File: src/rtl/decode_queue.sv
`default_nettype none
// ============================================================================
// Module   : decode_queue
// Purpose  : Circular FIFO of fetched instructions (word + next-PC) placed
//            between Fetch and Issue. Fetch pushes with a valid/ready
//            handshake, Issue pops the head with a valid/ready handshake.
//            The head entry is decoded combinationally for Issue. A
//            synchronous flush empties the queue on a redirect.
// Ports    : clock, reset (async, active-low)
//            if_id_valid/if_id_instruc/if_id_nextpc -> push side, id_if_ready
//            flush                                  -> discard all entries
//            id_iss_valid, iss_ready                -> pop handshake
//            id_iss_instruc/nextpc/op/funct/addra/addrb/regdest/imedext
//                                                   -> decoded head entry
//            id_iss_count                           -> current occupancy
// Revision : 1.0 - initial release
// ============================================================================
module decode_queue #(
  parameter int DEPTH = 4,
  parameter int PC_W  = 32,
  parameter int CNT_W = $clog2(DEPTH) + 1
) (
  input  logic             clock,
  input  logic             reset,
  input  logic             if_id_valid,
  input  logic [31:0]      if_id_instruc,
  input  logic [PC_W-1:0]  if_id_nextpc,
  output logic             id_if_ready,
  input  logic             flush,
  output logic             id_iss_valid,
  input  logic             iss_ready,
  output logic [31:0]      id_iss_instruc,
  output logic [PC_W-1:0]  id_iss_nextpc,
  output logic [5:0]       id_iss_op,
  output logic [5:0]       id_iss_funct,
  output logic [4:0]       id_iss_addra,
  output logic [4:0]       id_iss_addrb,
  output logic [4:0]       id_iss_regdest,
  output logic [31:0]      id_iss_imedext,
  output logic [CNT_W-1:0] id_iss_count
);

  localparam int PTR_W = $clog2(DEPTH);
  localparam logic [CNT_W-1:0] c_full_cnt = CNT_W'(DEPTH);
  localparam logic [PTR_W-1:0] c_ptr_one  = PTR_W'(1);

  logic [31:0]      instr_mem_q [DEPTH];
  logic [PC_W-1:0]  pc_mem_q    [DEPTH];
  logic [PTR_W-1:0] rd_ptr_q, rd_ptr_d;
  logic [PTR_W-1:0] wr_ptr_q, wr_ptr_d;
  logic [CNT_W-1:0] count_q, count_d;

  logic w_push;
  logic w_pop;
  logic [31:0] w_head;

  // Full blocks a push even when a pop happens in the same cycle, so the
  // ready path never depends on iss_ready.
  assign id_if_ready  = (count_q != c_full_cnt);
  assign id_iss_valid = (count_q != '0);
  assign id_iss_count = count_q;

  assign w_push = if_id_valid & id_if_ready;
  assign w_pop  = id_iss_valid & iss_ready;

  always_comb begin
    rd_ptr_d = rd_ptr_q;
    wr_ptr_d = wr_ptr_q;
    count_d  = count_q;
    if (flush) begin
      rd_ptr_d = '0;
      wr_ptr_d = '0;
      count_d  = '0;
    end else begin
      if (w_push) wr_ptr_d = wr_ptr_q + c_ptr_one;
      if (w_pop)  rd_ptr_d = rd_ptr_q + c_ptr_one;
      case ({w_push, w_pop})
        2'b10:   count_d = count_q + CNT_W'(1);
        2'b01:   count_d = count_q - CNT_W'(1);
        default: count_d = count_q;
      endcase
    end
  end

  always_ff @(posedge clock or negedge reset) begin
    if (!reset) begin
      rd_ptr_q <= '0;
      wr_ptr_q <= '0;
      count_q  <= '0;
      for (int i = 0; i < DEPTH; i++) begin
        instr_mem_q[i] <= '0;
        pc_mem_q[i]    <= '0;
      end
    end else begin
      rd_ptr_q <= rd_ptr_d;
      wr_ptr_q <= wr_ptr_d;
      count_q  <= count_d;
      // A push in a flush cycle is discarded, so storage is left untouched.
      if (w_push && !flush) begin
        instr_mem_q[wr_ptr_q] <= if_id_instruc;
        pc_mem_q[wr_ptr_q]    <= if_id_nextpc;
      end
    end
  end

  // Empty queue presents zeros rather than stale storage; every decoded
  // field is derived from this gated word so they all read 0 when empty.
  always_comb begin
    w_head        = '0;
    id_iss_nextpc = '0;
    if (id_iss_valid) begin
      w_head        = instr_mem_q[rd_ptr_q];
      id_iss_nextpc = pc_mem_q[rd_ptr_q];
    end
  end

  assign id_iss_instruc = w_head;
  assign id_iss_op      = w_head[31:26];
  assign id_iss_funct   = w_head[5:0];
  assign id_iss_addra   = w_head[25:21];
  assign id_iss_addrb   = w_head[20:16];

  always_comb begin
    id_iss_regdest = w_head[20:16];
    id_iss_imedext = {{16{w_head[15]}}, w_head[15:0]};
    case (w_head[31:26])
      6'h00:   id_iss_regdest = w_head[15:11];
      6'h03:   id_iss_regdest = 5'd31;
      default: id_iss_regdest = w_head[20:16];
    endcase
    // Logical immediates (andi/ori/xori) are zero-extended.
    if (w_head[31:26] == 6'h0C || w_head[31:26] == 6'h0D ||
        w_head[31:26] == 6'h0E)
      id_iss_imedext = {16'h0000, w_head[15:0]};
  end

endmodule
`default_nettype wire

File: config.mk
export PLATFORM = sky130hd
export DESIGN_NAME = decode_queue
export DESIGN_NICKNAME = d
export VERILOG_FILES = /design/src/rtl/decode_queue.sv
export SDC_FILE = /design/constraint.sdc
export NUM_CORES = 1
export LEC_CHECK = 0
export BUFFER_PORTS_ARGS = -buffer_cell sky130_fd_sc_hd__buf_4
export CAP_MARGIN = 20
export CORE_MARGIN = 4
export CORE_UTILIZATION = 55
export CTS_CLUSTER_DIAMETER = 60
export CTS_CLUSTER_SIZE = 16
export DETAILED_ROUTE_END_ITERATION = 7
export MAX_ROUTING_LAYER = met4
export PLACE_DENSITY = 0.74
export SYNTH_ARGS = -nofsm -noshare
export SYNTH_HDL_FRONTEND = slang
export SYNTH_SLANG_ARGS = --single-unit
File: constraint.sdc
create_clock -name clock -period 7.9 [get_ports clock]
set_input_delay 2.37 -clock clock [delete_from_list [all_inputs] [get_ports clock]]
set_output_delay 2.37 -clock clock [all_outputs]
set_load 0.02 [all_outputs]
Word-level counts from Yosys, hierarchy flattened. Cells that the tools add are included. Widths: inputs -> output; s select.

Bits in registers: 263. Input port bits: 69. Word-level logic and storage cells: 59.

$add $sub $neg: 4. Order comparisons: 3. Equality and inequality tests: 7. Mux-type cells: 20. Bitwise logic cells: 4. Reductions and logical operators: 10.

Operators by type and width (count): $bwmux 128 (2); $mux 32 (8); $bmux 32 s2 (2); $demux 32 s2 (1); $eq 6x4->1 const B (3); $pmux 5 s2 (1); $mux 2 (4); $eq 6x2->1 const B (1); $ge 3x3->1 const B (2); $logic_not 6->1 (1); $not 2->3 (2); $pmux 3 s2 (1); $reduce_bool 3->1 (2); $add 2x1->2 const B (2); $reduce_bool 2->1 (2); $add 3x1->3 const B (1); $lt 3x1->1 const B (1); $mux 3 (1); $ne 3x3->1 const B (1); $sub 3x1->3 const B (1); $and 1x1->1 (2); $eq 2x1->1 const B (1); $eq 2x2->1 const B (1); $logic_and 1x1->1 (2); 2 further kinds (3).

Depth between registers and ports, before layout. Gate-level depths: netlist of run 1.

Depth in word-level cells: 9. Depth in mapped cells: 7. Depth with buffers taken out: 6.

Worst setup path after synthesis of run 1. No wires, ideal clock.

Path type: register -> output. Start point: reg rd_ptr_q[0]. End point: out id_iss_imedext[17]. Arrival: 2.348 ns. Required time: 5.530 ns. Setup slack: 3.182 ns. Cell stages (with the launch flop): 8. Path buffers: 3. Cells stage by stage: dfrtp_1 buf_6 buf_8 mux4_2 and2_4 a2111oi_0 nor2_1 buf_4.

Word-level cells in the longest chain between the ends: 9. Elaborated cells between the ends (all ways): 11. Those cells by class: eq/ne (3); mux (5); bitwise (1); reduce/logical (2).

RTL lines: start, declared (line 49) `logic [PTR_W-1:0] rd_ptr_q, rd_ptr_d;`; start signal, assigned (line 95) `rd_ptr_q <= rd_ptr_d;`; $not 2->3 (implied by the code) * (line 112) `w_head = instr_mem_q[rd_ptr_q];`; $bmux 32 s2 * (line 112); $mux 32 (implied by the code) * (2 in a row) (line 112); $mux 32 * (line 111) `if (id_iss_valid) begin`; named net id_iss_instruc[26] (line 32) `output logic [31:0] id_iss_instruc,`; $eq 6x4->1 (line 132) `if (w_head[31:26] == 6'h0C || w_head[31:26] == 6'h0D ||`; $logic_or 1x1->1 (line 132); $logic_or 1x1->1 * (line 132); $mux 32 * (line 132); end, declared (line 39) `output logic [31:0] id_iss_imedext,`.

The timed path passes the listed nets; every way through them passes the cells marked *. The select of a mux whose other input is x is not followed.

Final worst setup path of run 1.
Start point: reg count_q[1] (netlist: id_iss_count[1]). End point: out id_iss_imedext[28].

Word-level cells in the longest chain between the ends: 6. Elaborated cells between the ends (all ways): 8. Those cells by class: eq/ne (3); mux (2); reduce/logical (3).

RTL lines: start, declared (line 51) `logic [CNT_W-1:0] count_q, count_d;`; start signal, assigned (line 97) `count_q <= count_d;`; $reduce_bool 3->1 * (line 60) `assign id_iss_valid = (count_q != '0);`; $mux 32 * (line 111); $eq 6x4->1 (line 132); $logic_or 1x1->1 (2 in a row) (line 132); $mux 32 * (line 132).

Mark *: on every way between the ends. The rest lies on a longest branch, timed or not.

==> results.cfg, run 1 <==
[floorplan]
die_x_um = 160
die_area_um2 = 25500
io-pin-count = 197
die_y_um = 160
core-area_um2 = 22600
initial_core_util = 0.558
rows = 55

[min_path]
whs_path_depth = 1
hold_end = instr_mem_q[80]$_DFFE_PN0P_
hp-class = flip-flop to flip-flop
worstHoldStart = instr_mem_q[80]$_DFFE_PN0P_

[logic_synthesis]
synthCells = 815
synth_edf_count = 0
synthFlopType = dfrtp_1
yosysSeqAreaShare = 0.521
synth_cell_types = 42
avgSynthCellArea_um2 = 15.5
synth.most_common_cell = dfrtp_1
yosysWarnings = 0
postSynthNetCount = 889
ys_async_sr_fraction = 1.00
syn_area_um2 = 12600
synth_top_area_share = 0.521
yosys-top-cells-count = 263 x dfrtp_1, 214 x mux2_2, 58 x and2_1
yosysTopAreaCell = dfrtp_1
synth-seq-cells = 263
synth_area_leaders = dfrtp_1 52%, mux2_2 19%, mux4_2 9.8%, mux2_1 4.0%, buf_4 3.1%

[sta]
final.period_utilization = 0.749
max-slew-margin-rel = 0.255
final.setup_skew_ps = 9.59
timing.fmax_ghz = 0.169
fin_setup_tns_ps = 0
whs_ps = 486
min_period_ps = 5910
tightest_slew_ps = 1120
hold_viol = 0
final_max_slew_viol_count = 0
finalSetupViolations = 0
rsz0062_at_grt = no

[clock_tree]
cts_setup_buffers = 0
hold_buffers = 0
path_clk_slew_ps = 70
cts_resized = 0
cts.path.max_buffers = 3
clock_latency_ps = 490
clock_sinks = 263
htreeDepth = 1
cts_buffers = 20
cts_tree = done
clock-root-buffer = clkbuf_16

[setup_path]
regToRegStartpoint = id_iss_count[0]$_DFFE_PN0P_
crit_required_ps = 5530
crit_path_start_kind = flip-flop
r2r_slack_ps = 5310
cp.arrival_ps = 3540
crit_type = flip-flop to output pin
endpoint_kind = output pin
r2r-end = pc_mem_q[53]$_DFFE_PN0P_
critPathMaxFanout = 27
rr_worst_depth = 4

[drt]
wire_per_inst_um = 20.4
vias = 6959
via_per_inst = 5.64
antenna_left = 0
dr.pass1.iters = 4
drc = 0
wirelength_um = 25100
drt_iter0_drc = 357

[global_routing]
track_usage = 0.203
antenna_found_initial = 1
grt_max_degree = 97
grt_pass1_vias = 7578
grt_overflow = 0
grt_pass1_wl_um = 40900

[layout]
nets = 1013
n_fill_cell = 1764
area_delta_synth_final_pct = 13.1
drive_gt1_frac = 0.537

[run]
cap_violations = 0

[placement]
hpwlAfterDp_um = 15700
gp_congestion = 0.761
portBuffers = 196

[pwr]
peakVddDrop_uv = 249
pwr_density_cell_nw_per_um2 = 415
leakage_nw = 6.56

[run_status]
outcome = complete, no violations
[state kept, by name, indices dropped and copies added (netlist names)]
register	flops
instr_mem_q	128
wr_ptr_q	2
id_iss_count	3
rd_ptr_q	2
pc_mem_q	128
[layout make-up]
cell class / count / area, µm² / area share
multi-input cells: 446 / 5230 / 0.365
repair buffers: 203 / 1530 / 0.107
clock buffers: 29 / 576 / 0.0403
well taps: 285 / 357 / 0.0249
inverters: 5 / 18.8 / 0.00131
flip-flops and latches: 263 / 6590 / 0.461
diodes: 2 / 5.00 / 0.000350
[report_power, final]
part / internal (mW) / switching [mW] / total, mW
registers: 1.93 / 0.334 / 2.26
clock network: 0.501 / 0.439 / 0.940
logic: 1.43 / 1.30 / 2.73
[metrics by stage]
step	cell area, µm²	total power, mW	std cells	util	setup WS, ps
after global routing	14300	6.30	1232	0.631	1510
after floorplan	12600	4.28	815	-	3180
after CTS	14300	6.02	1231	0.631	1910
after global placement	13700	4.99	1202	0.606	2560
final	14300	5.94	1233	0.632	1990
after detailed placement	13700	5.06	1202	0.606	2460
[how the worst max path moves through the flow]
| stage | start | slack [ps] | endpoint | cells past startpoint |
|---|---|---|---|---|
| 2_1_floorplan | rd_ptr_q[0]$_DFFE_PN0P_ | 3180 | id_iss_imedext[17] | 7 |
| 3_3_place_gp | rd_ptr_q[1]$_DFFE_PN0P_ | 2560 | id_iss_imedext[19] | 6 |
| 3_5_place_dp | id_iss_count[1]$_DFFE_PN0P_ | 2460 | id_iss_imedext[18] | 6 |
| 4_1_cts | id_iss_count[1]$_DFFE_PN0P_ | 1910 | id_iss_imedext[20] | 6 |
| 5_1_grt | id_iss_count[1]$_DFFE_PN0P_ | 1510 | id_iss_imedext[17] | 6 |
| 6_report | id_iss_count[1]$_DFFE_PN0P_ | 1990 | id_iss_imedext[28] | 6 |
[kinds of logic after synthesis]
family          share of synthesized area
xor+xnor                          0.00337
fa+ha+maj                         0.00554
simple gates                       0.0503
compound gates                     0.0106
flops                               0.521
mux                                 0.344
buf+inv                            0.0661
[cell usage in the layout (no fill, tap or decap), types with 3 or more instances in the layout]
master and count:
mux4_2 55, mux2_1 45, clkbuf_16 21, a211oi_1 6
mux2_2 214, mux4_1 6, nor2_1 7, inv_1 4
ha_1 4, nor3_1 3, nand2_8 4, o21ai_0 5
mux2i_1 3, dfrtp_1 261, and2_1 58, a21oi_1 8
clkbuf_1 6, buf_4 202, nand2_1 7
[layer usage]
layer / share of wire / track usage
met1: 0.41 / 0.255
met4: 0.015 / 0.0351
met2: 0.53 / 0.354
met5: 0 / -
met3: 0.046 / 0.0328
[worst max-delay path, stage by stage, from the launching register on]
cell and delay [ps]:
dfrtp_1 450, nor3_2 530, clkinv_1 710, and2_4 370, a2111oi_0 420, nor2_1 310
buf_4 250
(Power assumes the default switching activity.)
==> run 2: changes to the inputs <==
--- a/config.mk
+++ b/config.mk
@@ -5,15 +5,16 @@
 export SDC_FILE = /design/constraint.sdc
 export NUM_CORES = 1
 export LEC_CHECK = 0
+export ABC_AREA = 1
 export BUFFER_PORTS_ARGS = -buffer_cell sky130_fd_sc_hd__buf_4
 export CAP_MARGIN = 20
 export CORE_MARGIN = 4
-export CORE_UTILIZATION = 55
+export CORE_UTILIZATION = 51
 export CTS_CLUSTER_DIAMETER = 60
 export CTS_CLUSTER_SIZE = 16
 export DETAILED_ROUTE_END_ITERATION = 7
 export MAX_ROUTING_LAYER = met4
-export PLACE_DENSITY = 0.74
+export PLACE_DENSITY = 0.72
 export SYNTH_ARGS = -nofsm -noshare
 export SYNTH_HDL_FRONTEND = slang
 export SYNTH_SLANG_ARGS = --single-unit
==> constraint.sdc (replaced) <==
create_clock -name clock -period 4.8 [get_ports clock]
set_input_delay 1.44 -clock clock [delete_from_list [all_inputs] [get_ports clock]]
set_output_delay 1.44 -clock clock [all_outputs]
set_load 0.02 [all_outputs]
==> run 2 against run 1 <==
Synthesized cell count up 89%. Cell count up 58%. Clock-buffer cell count down 5. Largest cell class unchanged. Largest power group unchanged.
==> results.cfg, run 2 <==
[placement]
hpwlAfterDp_um = 18600
dp.cells = 1915
portBuffers = 196
gp_congestion = 0.782
dp_slack_ps = 1040

[layout]
drive_gt1_frac = 0.163
final_cells = 1944
n_fill_cell = 2177
nets = 1693
layout_common_cells = 311 x o21ai_0, 303 x nand2_1, 261 x dfrtp_1, 236 x nor2_1, 211 x buf_4
final_common_cell = o21ai_0
postLayoutCoreUtil = 0.598
area_delta_synth_final_pct = 14.4

[floorplan]
rows = 56
initial_core_util = 0.523
core-area_um2 = 23700
die_x_um = 164
io-pin-count = 197
die_area_um2 = 26800
die_y_um = 164

[sta]
rsz0062_at_grt = no
final_max_slew_viol_count = 0
hold_viol = 0
final.setup_skew_ps = 13.1
setup_slack_ps = 475
max-slew-margin-rel = 0.367
min_period_ps = 4320
final.period_utilization = 0.901
fin_setup_tns_ps = 0
finalSetupViolations = 0
timing.fmax_ghz = 0.231
tightest_slew_ps = 949

[drt]
drt_iter0_drc = 917
antenna_left = 0
wirelength_um = 30600
wire_per_inst_um = 15.7
vias = 10300
via_per_inst = 5.31
drc = 0
dr.pass1.iters = 5

[setup_path]
slowest_delay_ps = 500
worst_path_max_delay_cell = dfrtp_4
path_buf_inv = 3
crit_path_start_kind = flip-flop
critPathMostFrequentCell = buf_4
crit_type = flip-flop to output pin
cp.arrival_ps = 2880
crit_family = buffers and inverters
critPathMaxFanout = 49
endpoint_kind = output pin
crit_chain = clkinv_2 -> buf_4 -> o21ai_0 -> a21oi_1 -> nand2_1 -> nand3_1 -> buf_4
crit_required_ps = 3360

[pwr]
power_mw = 10.0
peakVddDrop_uv = 399
pwr_density_cell_nw_per_um2 = 707
leakage_nw = 7.05

[logic_synthesis]
synth_edf_count = 0
yosysTopAreaCell = dfrtp_1
synthCells = 1538
syn_area_um2 = 12400
synth_top_area_share = 0.531
synthFlopType = dfrtp_1
avgSynthCellArea_um2 = 8.05
synth_area_leaders = dfrtp_1 53%, o21ai_0 13%, nand2_1 9.3%, nor2_1 7.2%, buf_4 3.4%
yosysSeqAreaShare = 0.531
yosys-top-cells-count = 311 x o21ai_0, 307 x nand2_1, 263 x dfrtp_1
postSynthNetCount = 1612
synth.most_common_cell = o21ai_0
yosysWarnings = 0
synth_cell_types = 26
ys_async_sr_fraction = 1.00
synth-seq-cells = 263

[run]
cap_violations = 0

[clock_tree]
htreeDepth = 1
cts_setup_buffers = 0
hold_buffers = 0
path_clk_slew_ps = 70
clock-root-buffer = clkbuf_16
cts.path.max_buffers = 3
cts_resized = 0
cts_tree = done
clock_sinks = 263
cts_buffers = 21
clock_latency_ps = 500

[global_routing]
grt_pass1_vias = 9970
track_usage = 0.235
grt_pass1_wl_um = 50600
grt_overflow = 0
antenna_found_initial = 1
grt_max_degree = 130

[run_status]
outcome = complete, no violations

[min_path]
hp-class = flip-flop to flip-flop
run 2: cell types whose count changed in the layout (fill, tap and decap cells not counted), moves of 68 or more:
cell and delta:
mux2_2 -214, inv_1 +82, nand2_1 +296, o21ai_0 +306, o21ai_1 +68, nor2_1 +229
run 2: cell families after synthesis:
family,Yosys count,synth area share
xor gates and xnor gates,1,0.000707
adders and majority gates,5,0.00566
buffers and inverters,250,0.0999
AOI/OAI and AO/OA,441,0.179
and+or+nand+nor,578,0.183
DFF,263,0.531
run 2: worst paths after layout:
check	depth (start not counted)	start	endpoint	slack, ps
max	7	rd_ptr_q[0]$_DFFE_PN0P_	id_iss_regdest[0]	480
min	2	instr_mem_q[22]$_DFFE_PN0P_	instr_mem_q[22]$_DFFE_PN0P_	480
max reg2reg	8	id_iss_count[0]$_DFFE_PN0P_	pc_mem_q[103]$_DFFE_PN0P_	2360
min reg2reg	2	instr_mem_q[22]$_DFFE_PN0P_	instr_mem_q[22]$_DFFE_PN0P_	480
max in group asynchronous	2	reset	instr_mem_q[9]$_DFFE_PN0P_	2580
min in group asynchronous	1	reset	pc_mem_q[10]$_DFFE_PN0P_	1040
run 2: final cells by class:
class,instances,area (µm²),share of cell area
Clock buffer,24,537,0.0379
Clock inverter,4,35.0,0.00247
Tap cell,319,399,0.0282
Multi-Input combinational cell,1025,4590,0.324
Timing Repair Buffer,215,1660,0.117
Sequential cell,263,6590,0.465
Antenna cell,1,2.50,0.000177
Inverter,93,350,0.0247
run 2: worst min-delay path, stage by stage (launching register included):
cell and delay [ps]:
dfrtp_1 340, nand2_1 50, o21ai_0 60
run 2: metal layers:
metal | GRT usage | wire length, µm
met1 | 0.329 | 13900
met2 | 0.375 | 14400
met3 | 0.0336 | 1940
met4 | 0.0427 | 433
met5 | - | 0
run 2: power by group:
part | internal (mW) | leakage (nW) | switching [mW]
Combinational | 1.83 | 3.38 | 3.03
Clock | 0.799 | 0.282 | 0.764
Sequential | 3.10 | 3.39 | 0.479
run 2: per-stage QoR:
stage | instance area [µm²] | hold WS (ps)
after global routing | 14200 | 505
after detailed placement | 13600 | 468
final | 14200 | 481
after floorplan | 12400 | 448
after CTS | 14200 | 485
after global placement | 13600 | 460
==> run 3: changes to the inputs <==
--- a/config.mk
+++ b/config.mk
@@ -13,8 +13,9 @@
 export CTS_CLUSTER_DIAMETER = 60
 export CTS_CLUSTER_SIZE = 16
 export DETAILED_ROUTE_END_ITERATION = 7
+export GPL_ROUTABILITY_DRIVEN = 0
 export MAX_ROUTING_LAYER = met4
-export PLACE_DENSITY = 0.72
+export PLACE_DENSITY_LB_ADDON = 0.15
 export SYNTH_ARGS = -nofsm -noshare
 export SYNTH_HDL_FRONTEND = slang
 export SYNTH_SLANG_ARGS = --single-unit
==> run 3 against run 2 <==
Design area grew 1.9%. Largest power group unchanged. Clock skew up 7.1 ps. Highest routed layer unchanged. Worst hold slack worse by 0.91 ps. Clock-buffer cell count is 6 higher.
==> results.cfg, run 3 (synthesized netlist as in run 2, its figures left out) <==
[min_path]
hold_end = pc_mem_q[19]$_DFFE_PN0P_
worstHoldStart = pc_mem_q[19]$_DFFE_PN0P_
hp-class = flip-flop to flip-flop
whs_path_depth = 2

[drt]
drc = 0
wl_met2_um = 14000
dr.pass1.iters = 5
antenna_left = 0
drt_iter0_drc = 810
wire_per_inst_um = 15.4
via_per_inst = 5.18
wl_met1_um = 14100
wirelength_um = 30300
met3_wirelength_um = 1820
vias = 10200
top_layer_used = met4

[setup_path]
crit_type = flip-flop to output pin
cp.arrival_ps = 3050
r2r_slack_ps = 2480
regToRegStartpoint = id_iss_count[0]$_DFFE_PN0P_
crit_path_start_kind = flip-flop
crit_required_ps = 3360
rr_worst_depth = 7
endpoint_kind = output pin
r2r-end = pc_mem_q[71]$_DFFE_PN0P_
critPathMaxFanout = 74

[layout]
area_delta_synth_final_pct = 16.5
antenna_cells = 0
n_fill_cell = 2189
drive_gt1_frac = 0.172
nets = 1700
layout_common_cells = 311 x o21ai_0, 303 x nand2_1, 261 x dfrtp_1, 236 x nor2_1, 214 x buf_4
multi_input_area_um2 = 4590
final_common_cell = o21ai_0
final_cells = 1962
register_area_um2 = 6590

[sta]
rsz0062_at_grt = no
fin_setup_tns_ps = 0
max-slew-margin-rel = 0.268
min_period_ps = 4490
tightest_slew_ps = 1100
final.setup_skew_ps = 20.1
timing.fmax_ghz = 0.223
whs_ps = 481
final.period_utilization = 0.936
final_max_slew_viol_count = 0
finalSetupViolations = 0
hold_viol = 0

[run_status]
outcome = complete, no violations

[clock_tree]
htreeDepth = 1
clock_sinks = 263
hold_buffers = 0
cts.path.max_buffers = 3
cts_buffers = 25
cts_resized = 0
clock-root-buffer = clkbuf_16
clock_latency_ps = 520
path_clk_slew_ps = 60
cts_setup_buffers = 0
cts_tree = done

[placement]
portBuffers = 196
hpwlAfterDp_um = 18200
dp.cells = 1917

[global_routing]
antenna_found_initial = 0
grt_pass1_vias = 9662
grt_overflow = 0
track_usage = 0.232
grt_max_degree = 109
grt_pass1_wl_um = 49700

[pwr]
pwr_density_cell_nw_per_um2 = 718
leakage_nw = 7.18
peakVddDrop_uv = 398
power_mw = 10.4

[floorplan]
io-pin-count = 197
rows = 56
die_area_um2 = 26800
core-area_um2 = 23700
die_x_um = 164
die_y_um = 164
initial_core_util = 0.523

[run]
cap_violations = 0
## run 3: area by class of cell
class	instances	share of cell area
flip-flops and latches	263	0.457
multi-input cells	1025	0.318
repair buffers	218	0.117
clock buffers	30	0.0461
well taps	319	0.0277
inverters	93	0.0243
clock inverters	14	0.00989
## run 3: power by group
group	internal, mW	switching, mW
Combinational	1.84	2.99
Sequential	3.10	0.471
Clock	1.06	0.883
## run 3: critical path, stage by stage, from the launching register on
cell	delay [ps]
dfrtp_4	410
buf_4	660
buf_4	640
nor2_1	100
nor2_1	110
o21ai_0	90
a21oi_1	310
buf_4	210
## run 3: per-stage QoR
step,setup WS (ps),area (µm²),util
floorplan,766,12400,-
global placement,866,13600,0.574
detailed placement,834,13600,0.574
CTS,272,14400,0.608
global route,53.6,14400,0.609
finish,309,14400,0.609
## run 3: routing by layer
metal	vias up	GRT usage
li1	5060	-
met1	4805	0.327
met2	272	0.369
met3	34	0.0276
met4	0	0.0431
met5	-	-
## run 3: how the worst max path moves through the flow
stage | start | end | cells after the start
after floorplan | id_iss_count[0]$_DFFE_PN0P_ | id_iss_imedext[17] | 6
after detailed placement | rd_ptr_q[0]$_DFFE_PN0P_ | id_iss_instruc[0] | 7
final | rd_ptr_q[0]$_DFFE_PN0P_ | id_iss_instruc[9] | 7
after global placement | rd_ptr_q[0]$_DFFE_PN0P_ | id_iss_imedext[4] | 7
after CTS | rd_ptr_q[0]$_DFFE_PN0P_ | id_iss_instruc[0] | 7
after global routing | rd_ptr_q[0]$_DFFE_PN0P_ | id_iss_imedext[2] | 7
